`src/rtl/disp_pkg.sv`:
```
// disp_pkg: shared mode/state encodings and blank drive constants for the display rotator
package disp_pkg;
  typedef enum logic [1:0] {
    MODE_AUTO     = 2'b00,
    MODE_HOLD     = 2'b01,
    MODE_STEP     = 2'b10,
    MODE_HOLD_ALT = 2'b11
  } mode_e;
  typedef enum logic {
    SHOW  = 1'b0,
    BLANK = 1'b1
  } state_e;
  localparam logic [6:0] SEG_OFF = 7'h7F;
  localparam logic [7:0] AN_OFF = 8'hFF;
endpackage

```
`src/rtl/period_tick.sv`:
```
// period_tick: one-cycle pulse every CLK_FREQ_HZ/1000*PERIOD_MS cycles, restartable via clr
module period_tick #(
  parameter int CLK_FREQ_HZ = 100_000_000,
  parameter int PERIOD_MS = 2000
)(
  input  logic clk,
  input  logic rst,
  input  logic clr,
  output logic tick
);
  localparam int PERIOD = CLK_FREQ_HZ / 1000 * PERIOD_MS;
  localparam int W = $clog2(PERIOD + 1);
  logic [W-1:0] cnt;
  assign tick = !clr && cnt == W'(PERIOD - 1);
  // free-running dwell counter, wraps on its own pulse
  always_ff @(posedge clk) begin
    if (rst || clr || tick) cnt <= '0;
    else cnt <= cnt + 1'b1;
  end
endmodule

```
`src/rtl/display_rotator.sv`:
```
// display_rotator: selects one of N_CH seven-segment sources with blanking between switches
module display_rotator
  import disp_pkg::*;
#(
  parameter int N_CH = 4,
  parameter int CLK_FREQ_HZ = 100_000_000,
  parameter int PERIOD_MS = 2000,
  parameter int BLANK_CYC = 16
)(
  input  logic                    clk,
  input  logic                    rst,
  input  logic [1:0]              mode,
  input  logic                    step,
  input  logic [N_CH-1:0]         ch_en,
  input  logic [7*N_CH-1:0]       ch_segs_n,
  input  logic [8*N_CH-1:0]       ch_an_n,
  input  logic [N_CH-1:0]         ch_dp_n,
  output logic [6:0]              segs_n,
  output logic [7:0]              an_n,
  output logic                    dp_n,
  output logic [$clog2(N_CH)-1:0] cur_ch
);
  localparam int CW = $clog2(N_CH);
  state_e state, state_n;
  mode_e mode_q;
  logic [CW-1:0] cur_n, nxt;
  logic [7:0] bcnt, bcnt_n;
  logic tick, clr, any, adv, done;
  period_tick #(.CLK_FREQ_HZ(CLK_FREQ_HZ), .PERIOD_MS(PERIOD_MS)) u_tick (
    .clk(clk), .rst(rst), .clr(clr), .tick(tick)
  );
  // first enabled channel above cur_ch with wrap; scanning downward lets the nearest win
  always_comb begin
    int s;
    s = 0;
    nxt = cur_ch;
    for (int k = N_CH - 1; k >= 1; k--) begin
      s = int'(cur_ch) + k;
      s = s >= N_CH ? s - N_CH : s;
      nxt = ch_en[CW'(s)] ? CW'(s) : nxt;
    end
  end
  // advance detection, blank timing and channel commit at the end of blanking
  always_comb begin
    any = |ch_en;
    adv = (mode == MODE_AUTO && tick) || (mode == MODE_STEP && step) || !ch_en[cur_ch];
    done = state == BLANK && any && bcnt == 8'(BLANK_CYC - 1);
    state_n = state == SHOW ? ((adv && (!any || nxt != cur_ch)) ? BLANK : SHOW)
                            : (done ? SHOW : BLANK);
    cur_n = done ? nxt : cur_ch;
    bcnt_n = (state == BLANK && any && !done) ? bcnt + 8'd1 : 8'd0;
    clr = done || (mode == MODE_AUTO && mode_q != MODE_AUTO);
  end
  // state register and display drive registered from the upcoming state so they stay aligned
  always_ff @(posedge clk) begin
    if (rst) begin
      state <= SHOW;
      cur_ch <= '0;
      bcnt <= '0;
      mode_q <= MODE_AUTO;
      segs_n <= SEG_OFF;
      an_n <= AN_OFF;
      dp_n <= 1'b1;
    end else begin
      state <= state_n;
      cur_ch <= cur_n;
      bcnt <= bcnt_n;
      mode_q <= mode_e'(mode);
      segs_n <= state_n == SHOW ? ch_segs_n[int'(cur_n) * 7 +: 7] : SEG_OFF;
      an_n <= state_n == SHOW ? ch_an_n[int'(cur_n) * 8 +: 8] : AN_OFF;
      dp_n <= state_n == SHOW ? ch_dp_n[cur_n] : 1'b1;
    end
  end
endmodule

```
`config.mk`:
```
export PLATFORM = sky130hd
export DESIGN_NAME = display_rotator
export DESIGN_NICKNAME = d
export VERILOG_FILES = /design/src/rtl/disp_pkg.sv /design/src/rtl/period_tick.sv /design/src/rtl/display_rotator.sv
export SDC_FILE = /design/constraint.sdc
export NUM_CORES = 1
export LEC_CHECK = 0
export ABC_AREA = 1
export BUFFER_PORTS_ARGS = -buffer_cell sky130_fd_sc_hd__buf_2
export CAP_MARGIN = 10
export CORE_MARGIN = 3
export CORE_UTILIZATION = 52
export CTS_BUF_LIST = sky130_fd_sc_hd__clkbuf_4 sky130_fd_sc_hd__clkbuf_8 sky130_fd_sc_hd__clkbuf_16
export DETAILED_ROUTE_END_ITERATION = 12
export PLACE_DENSITY = 0.8
export RECOVER_POWER = 50
export SYNTH_ARGS = -nofsm -noshare
export SYNTH_HDL_FRONTEND = slang
export SYNTH_SLANG_ARGS = --single-unit
```
`constraint.sdc`:
```
create_clock -name clk -period 2.38 [get_ports clk]
set_clock_uncertainty 0.05 [all_clocks]
set_input_delay 0.476 -clock clk [delete_from_list [all_inputs] [get_ports clk]]
set_output_delay 0.476 -clock clk [all_outputs]
set_load 0.05 [all_outputs]
```
-- Word level (Yosys, flattened, before mapping)
Cells that the tools add are included.
- $add $sub $neg: 8
- multiply operators: 1
- div/mod/pow operators: 0
- order comparisons: 8
- equality and inequality tests: 4
- shift-type cells: 2
- multiplexer cells: 23
- bitwise logic cells: 1
- reductions and logical operators: 23
- operator list (cell ; number):
    32-bit by 6-bit variable part select with 8-bit output ; 1
    28-bit by 1-bit adder with 28-bit output, second input constant ; 1
    28-bit equality test, second input constant ; 1
    28-bit by 6-bit variable part select with 7-bit output ; 1
    2-bit two-way mux ; 7
    2-bit by 4-bit less-than comparator with 1-bit output, second input constant ; 3
    1-bit two-way mux ; 11
    1-bit binary-select mux with 2-bit select ; 5
    3-bit >= comparator, second input constant ; 3
    8-bit by 1-bit adder with 8-bit output, second input constant ; 1
    8-bit by 4-bit equality test with 1-bit output, second input constant ; 1
    1-bit logical AND ; 8
    2-bit by 2-bit adder with 3-bit output, second input constant ; 2
    1-bit logical OR ; 6
    2-bit by 3-bit less-than comparator with 1-bit output, second input constant ; 2
    2-bit by 1-bit subtractor with 2-bit output, second input constant ; 3
    2-bit by 3-bit multiplier with 5-bit output, second input constant ; 1
    1-bit zero test ; 4
    2-bit OR reduction ; 2
    4-bit OR reduction ; 1
    2-bit by 1-bit adder with 3-bit output, second input constant ; 1
    2-bit equality test, second input constant ; 1
    2-bit zero test ; 1
    2-bit != test ; 1
    2 further kinds ; 2
- flip-flop bits (word level): 57
- bits in latches: 0
- RAM bits: 0
- memory bits (read-only): 0
- bits of input ports: 73
- output and inout port bits: 18
- logic and storage cells: 78
- memories: 0

-- Longest topological paths before layout
- depth after elaboration: 15
- mapped depth: 16

-- By module
A second synthesis with hierarchy kept.
- cell total of the unflattened synthesis: 530
- area, all modules: 3395.8 um^2
- modules (own cells, without submodules) (module ; instances ; cells an instance ; area each (um^2)):
    display_rotator ; 1 ; 286 ; 1836.8
    period_tick ; 1 ; 244 ; 1559.0

-- Worst setup path after synthesis
Ideal clock, no wire load.
- kind: register to register
- start: register cur_ch[1]
- end: register an_n[3]
- library setup time: 0.113 ns
- arrival: 1.912 ns
- path slack: 0.305 ns
- stages on the path, launching flop included: 16
- buffers on the path: 2
- clock period less this slack: 2.075 ns
- cell sequence: dfxtp_1 > buf_4 > inv_4 > nand2_1 > nand2_1 > nand2_2 > nand2_2 > inv_2 > nand2_4 > nor2_1 > nand3_1 > nand3_2 > nand2_2 > nor2_8 > buf_6 > nand2_1
- word-level cells in the longest chain between the ends: 15
- RTL lines (item ; RTL line ; RTL):
    from (decl) ; display_rotator.sv:21 ; output logic [$clog2(N_CH)-1:0] cur_ch
    from (signal assigned) ; display_rotator.sv:66 ; cur_ch <= cur_n;
    branches (longest 15 deep; another with 2-bit by 2-bit adder with 3-bit output) ; - ;
    to (signal assigned) ; display_rotator.sv:70 ; an_n <= state_n == SHOW ? ch_an_n[int'(cur_n) * 8 +: 8] : AN_OFF;
    to (decl) ; display_rotator.sv:19 ; output logic [7:0] an_n,
Parallel ways; which one is timed is not known. The select of a mux whose other input is x is not followed.
A chain may end at the register's enable or synchronous reset.

-- Worst setup path in the final report
- start: register cur_ch[0]
- end: register segs_n[4]
- word-level cells in the longest chain between the ends: 15
- RTL lines (item ; RTL line ; RTL):
    branches (longest 15 deep; another with 2-bit by 3-bit multiplier with 5-bit output) ; - ;
    to (signal assigned) ; display_rotator.sv:69 ; segs_n <= state_n == SHOW ? ch_segs_n[int'(cur_n) * 7 +: 7] : SEG_OFF;
    to (decl) ; display_rotator.sv:18 ; output logic [6:0] segs_n,
Parallel ways; which one is timed is not known. The select of a mux whose other input is x is not followed.

==> summary.txt <==
Critical path
  • Worst r2r path cells: 14
  • R2r setup slk: around 260 ps
  • Worst r2r src: cur_ch[0]$_SDFF_PP0_
  • Data required time of the critical path: around 2500 ps
  • Kind of end point of the critical path: flop
  • Critical path arrival: 2280 ps
  • CP max FO: 33
  • Startpoint Class: flop
  • Capturing point of the worst reg2reg path: segs_n[4]$_SDFF_PP1_
  • Kind of critical path: flop to flop

Final layout
  • Share of layout cells above drive strength 1: 21.1%
  • Post-Layout Cell Count: around 650
  • ANT cells: 0
  • Fill cell count: about 550
  • Most common cell after layout, fill and taps aside: nand2_1
  • Final nets: roughly 640
  • Area growth syn-to-layout: 19.4%
  • Most frequent cells in the layout: nand2_1, nand3_1, buf_2

GRT
  • GRT Resource Usage Total: about 22%
  • Vias in the first global route: between 3000 and 4000
  • Overflow after GRT: 0
  • Largest net degree at the start of global routing: 34
  • Global-route wire length before repair: roughly 13000 um
  • Initial antenna violation count: 0

Placed design
  • HPWL Detailed: around 6000 um
  • GP Congestion: roughly 0.96
  • Placed Cells: 633
  • # port buffers: 90

Yosys
  • Synth Warn #: 0
  • Syn Nets: about 560
  • Post-synth top area share: approximately a third
  • Post-synthesis xor/xnor area fraction: ~4.9%
  • Post-Synthesis Cell Area: approximately 3200 um^2
  • Post-Synth Simple-Gate Area: between 40% and 50%
  • Post-synthesis cell type count: 36
  • Mux cell area share after synthesis: 0%
  • Cells after Synth: 481
  • Adder-Cell Fraction of Synth Area: 0.772%
  • Area leader, netlist: dfxtp_1
  • Complex-gate fraction of the synthesized area: 4.05%
  • Syn avg cell area: ~6.7 um^2
  • Main combinational cell family by area after synthesis: simple AND/OR/NAND/NOR gates
  • Sequential share of the synthesized area: around a third
  • Ranking of synthesized cells by area: dfxtp_1, nand2_1, nand3_1
  • #FFs+latches synth: between 50 and 60

Timing
  • Tmin final: about 2100 ps
  • Finish-stage setup viols: 0
  • Max-slew headroom: 56.5%
  • Slew Limit Fails: 0
  • Total negative setup slack: 0 ps
  • RSZ-0062 raised after global routing: no
  • Tightest Pin Transition: approximately 660 ps
  • Final period utilization: about nine tenths
  • Final hold violations: 0
  • Fmax: roughly 470 MHz

Floorplan
  • Initial cell density of the core: between 50% and 60%
  • IO Pins: between 90 and 100
  • CORE AREA: roughly 6000 um^2
  • Die Area: 7220 um^2
  • Die H: 85.0 um
  • Die width: 85.0 um
  • FP Rows: 28

Power
  • Clock power frac: a little over two fifths
  • Sw Share: roughly a quarter
  • Worst ir drop on vdd: around 0.38 mV
  • Comb pwr share: about an eighth
  • Part of the power in registers: about 46%
  • Leakage Power: about 0.0018 uW
  • Power Dens Cells: between 500 and 600 nW/um^2
  • P_int: around 1600 uW
  • P_sw: around 560 uW

Status
  • Outcome: finished, final reports clean

Min path
  • WHS Endpoint: mode_q[1]$_SDFF_PP0_
  • Worst min path class: primary input to flop
  • Hold path startpoint: mode[1]
  • Hold path depth: 3

Clocking
  • CTS clk-pin slew, worst paths: roughly 70 ps
  • CTS max path bufs: 2
  • Post-CTS sizing: 0
  • Clock Sinks: between 50 and 60
  • Setup Fix Bufs, Post-CTS: 0
  • Root buffer cell: clkbuf_8
  • Hold-fix buffers at CTS: 0
  • H-tree levels: 3
  • Clock Latency Late Sink: around 340 ps
  • TritonCTS clock tree: yes
  • CTS buffer count: 9

Route
  • Routed WL: a little under 8000 um
  • ANT nets after route: 0
  • DRT iter0 DRCs: between 100 and 150
  • Drt drc: 0
  • Via count: about 3400
  • Avg Vias per Cell: about 5.2
  • Drt wl/cell: around 12 um
  • Pre-antenna DRT Iters: 5

Job
  • Max-Cap Viols: 0
critical path, cell delays in order, from the launching register on:
cell     delay (ps)
dfxtp_1         610
inv_6            90
nand2_1          90
nand2_1          80
nand2_1         110
nand2_2          80
inv_2            70
nand2_4          70
nand2_2          80
nand2_4          50
buf_4           240
nand3_1         100
nand3_1         100
nand2_1         100
nand2_1          60
final cells by class:
class | count | area (um^2) | share of cell area (%)
Timing Repair Buffer | 94 | 453 | 11.7
Clock inverter | 1 | 7.51 | 0.194
Multi-Input combinational cell | 360 | 1790 | 46.4
Sequential cell | 57 | 1140 | 29.5
Tap cell | 75 | 93.8 | 2.42
Inverter | 47 | 186 | 4.82
Clock buffer | 15 | 194 | 5.01
power by group through the flow:
stage / clock (uW) / sequential (uW) / combinational [uW]
finish: 894 / 991 / 261
global route: 949 / 993 / 288
CTS: 903 / 991 / 270
detailed placement: 0 / 1010 / 268
global placement: 0 / 1010 / 265
floorplan: 0 / 1070 / 108
cells in the mapped netlist:
library cell and n:
o2111a_1 1, o21a_1 1, nor2_4 1, o31ai_1 2
nand3b_1 1, o21bai_2 1, nand3_1 81, nand2_1 131
o21ai_0 5, clkbuf_1 1, nor2_8 1, buf_6 3
nor3_1 9, nand4_1 5, buf_2 9, inv_4 2
nor4_1 3, nand2_4 3, a21oi_1 9, inv_2 2
nor3b_1 3, o21ai_4 1, nor2_1 61, buf_4 4
nor3_2 2, nor2_2 3, nand3_4 1, nand2_2 10
dfxtp_1 57, nor4_2 1, xnor2_1 6, ha_1 2
xor2_1 12, nand3_2 4, inv_6 1, inv_1 42
how the worst max path moves through the flow:
stage	start	to	cells past startpoint
2_1_floorplan	cur_ch[1]$_SDFF_PP0_	an_n[3]$_SDFF_PP1_	15
3_3_place_gp	ch_en[3]	segs_n[4]$_SDFF_PP1_	12
3_5_place_dp	ch_en[3]	segs_n[4]$_SDFF_PP1_	12
4_1_cts	cur_ch[0]$_SDFF_PP0_	segs_n[4]$_SDFF_PP1_	14
5_1_grt	bcnt[0]$_SDFF_PP0_	an_n[6]$_SDFF_PP1_	12
6_report	cur_ch[0]$_SDFF_PP0_	segs_n[4]$_SDFF_PP1_	14
per-stage QoR:
stage	power (uW)	area, um^2	util [%]	setup slack [ps]	hold WS (ps)
after floorplan	1180	3240	-	305	368
after global placement	1280	3700	61.8	335	380
after detailed placement	1280	3700	61.8	298	389
after CTS	2160	3910	65.2	282	311
after global routing	2230	3870	64.6	68.6	330
final	2150	3870	64.6	260	323
flip-flops by register name (all words and copies together), names as in the netlist:
signal and count:
an_n 8, bcnt 8, cur_ch 2, dp_n 1, mode_q 2, segs_n 7
state 1, u_tick.cnt 28
per-layer routing:
layer,vias up,wire [um],track usage (%)
li1,1717,-,-
met1,1510,3270,26.0
met2,159,3750,36.5
met3,19,579,5.83
met4,0,204,9.78
met5,-,0,0
cell families (layout without fill, tap and decap cells):
group | Yosys count | after routing
AO/OA/AOI/OAI | 20 | 20
XOR/XNOR | 18 | 18
adder cells (fa/ha/maj) | 2 | 2
buffers and inverters | 64 | 157
flip-flops | 57 | 57
AND/OR/NAND/NOR | 320 | 320
(Power assumes the default switching activity.)
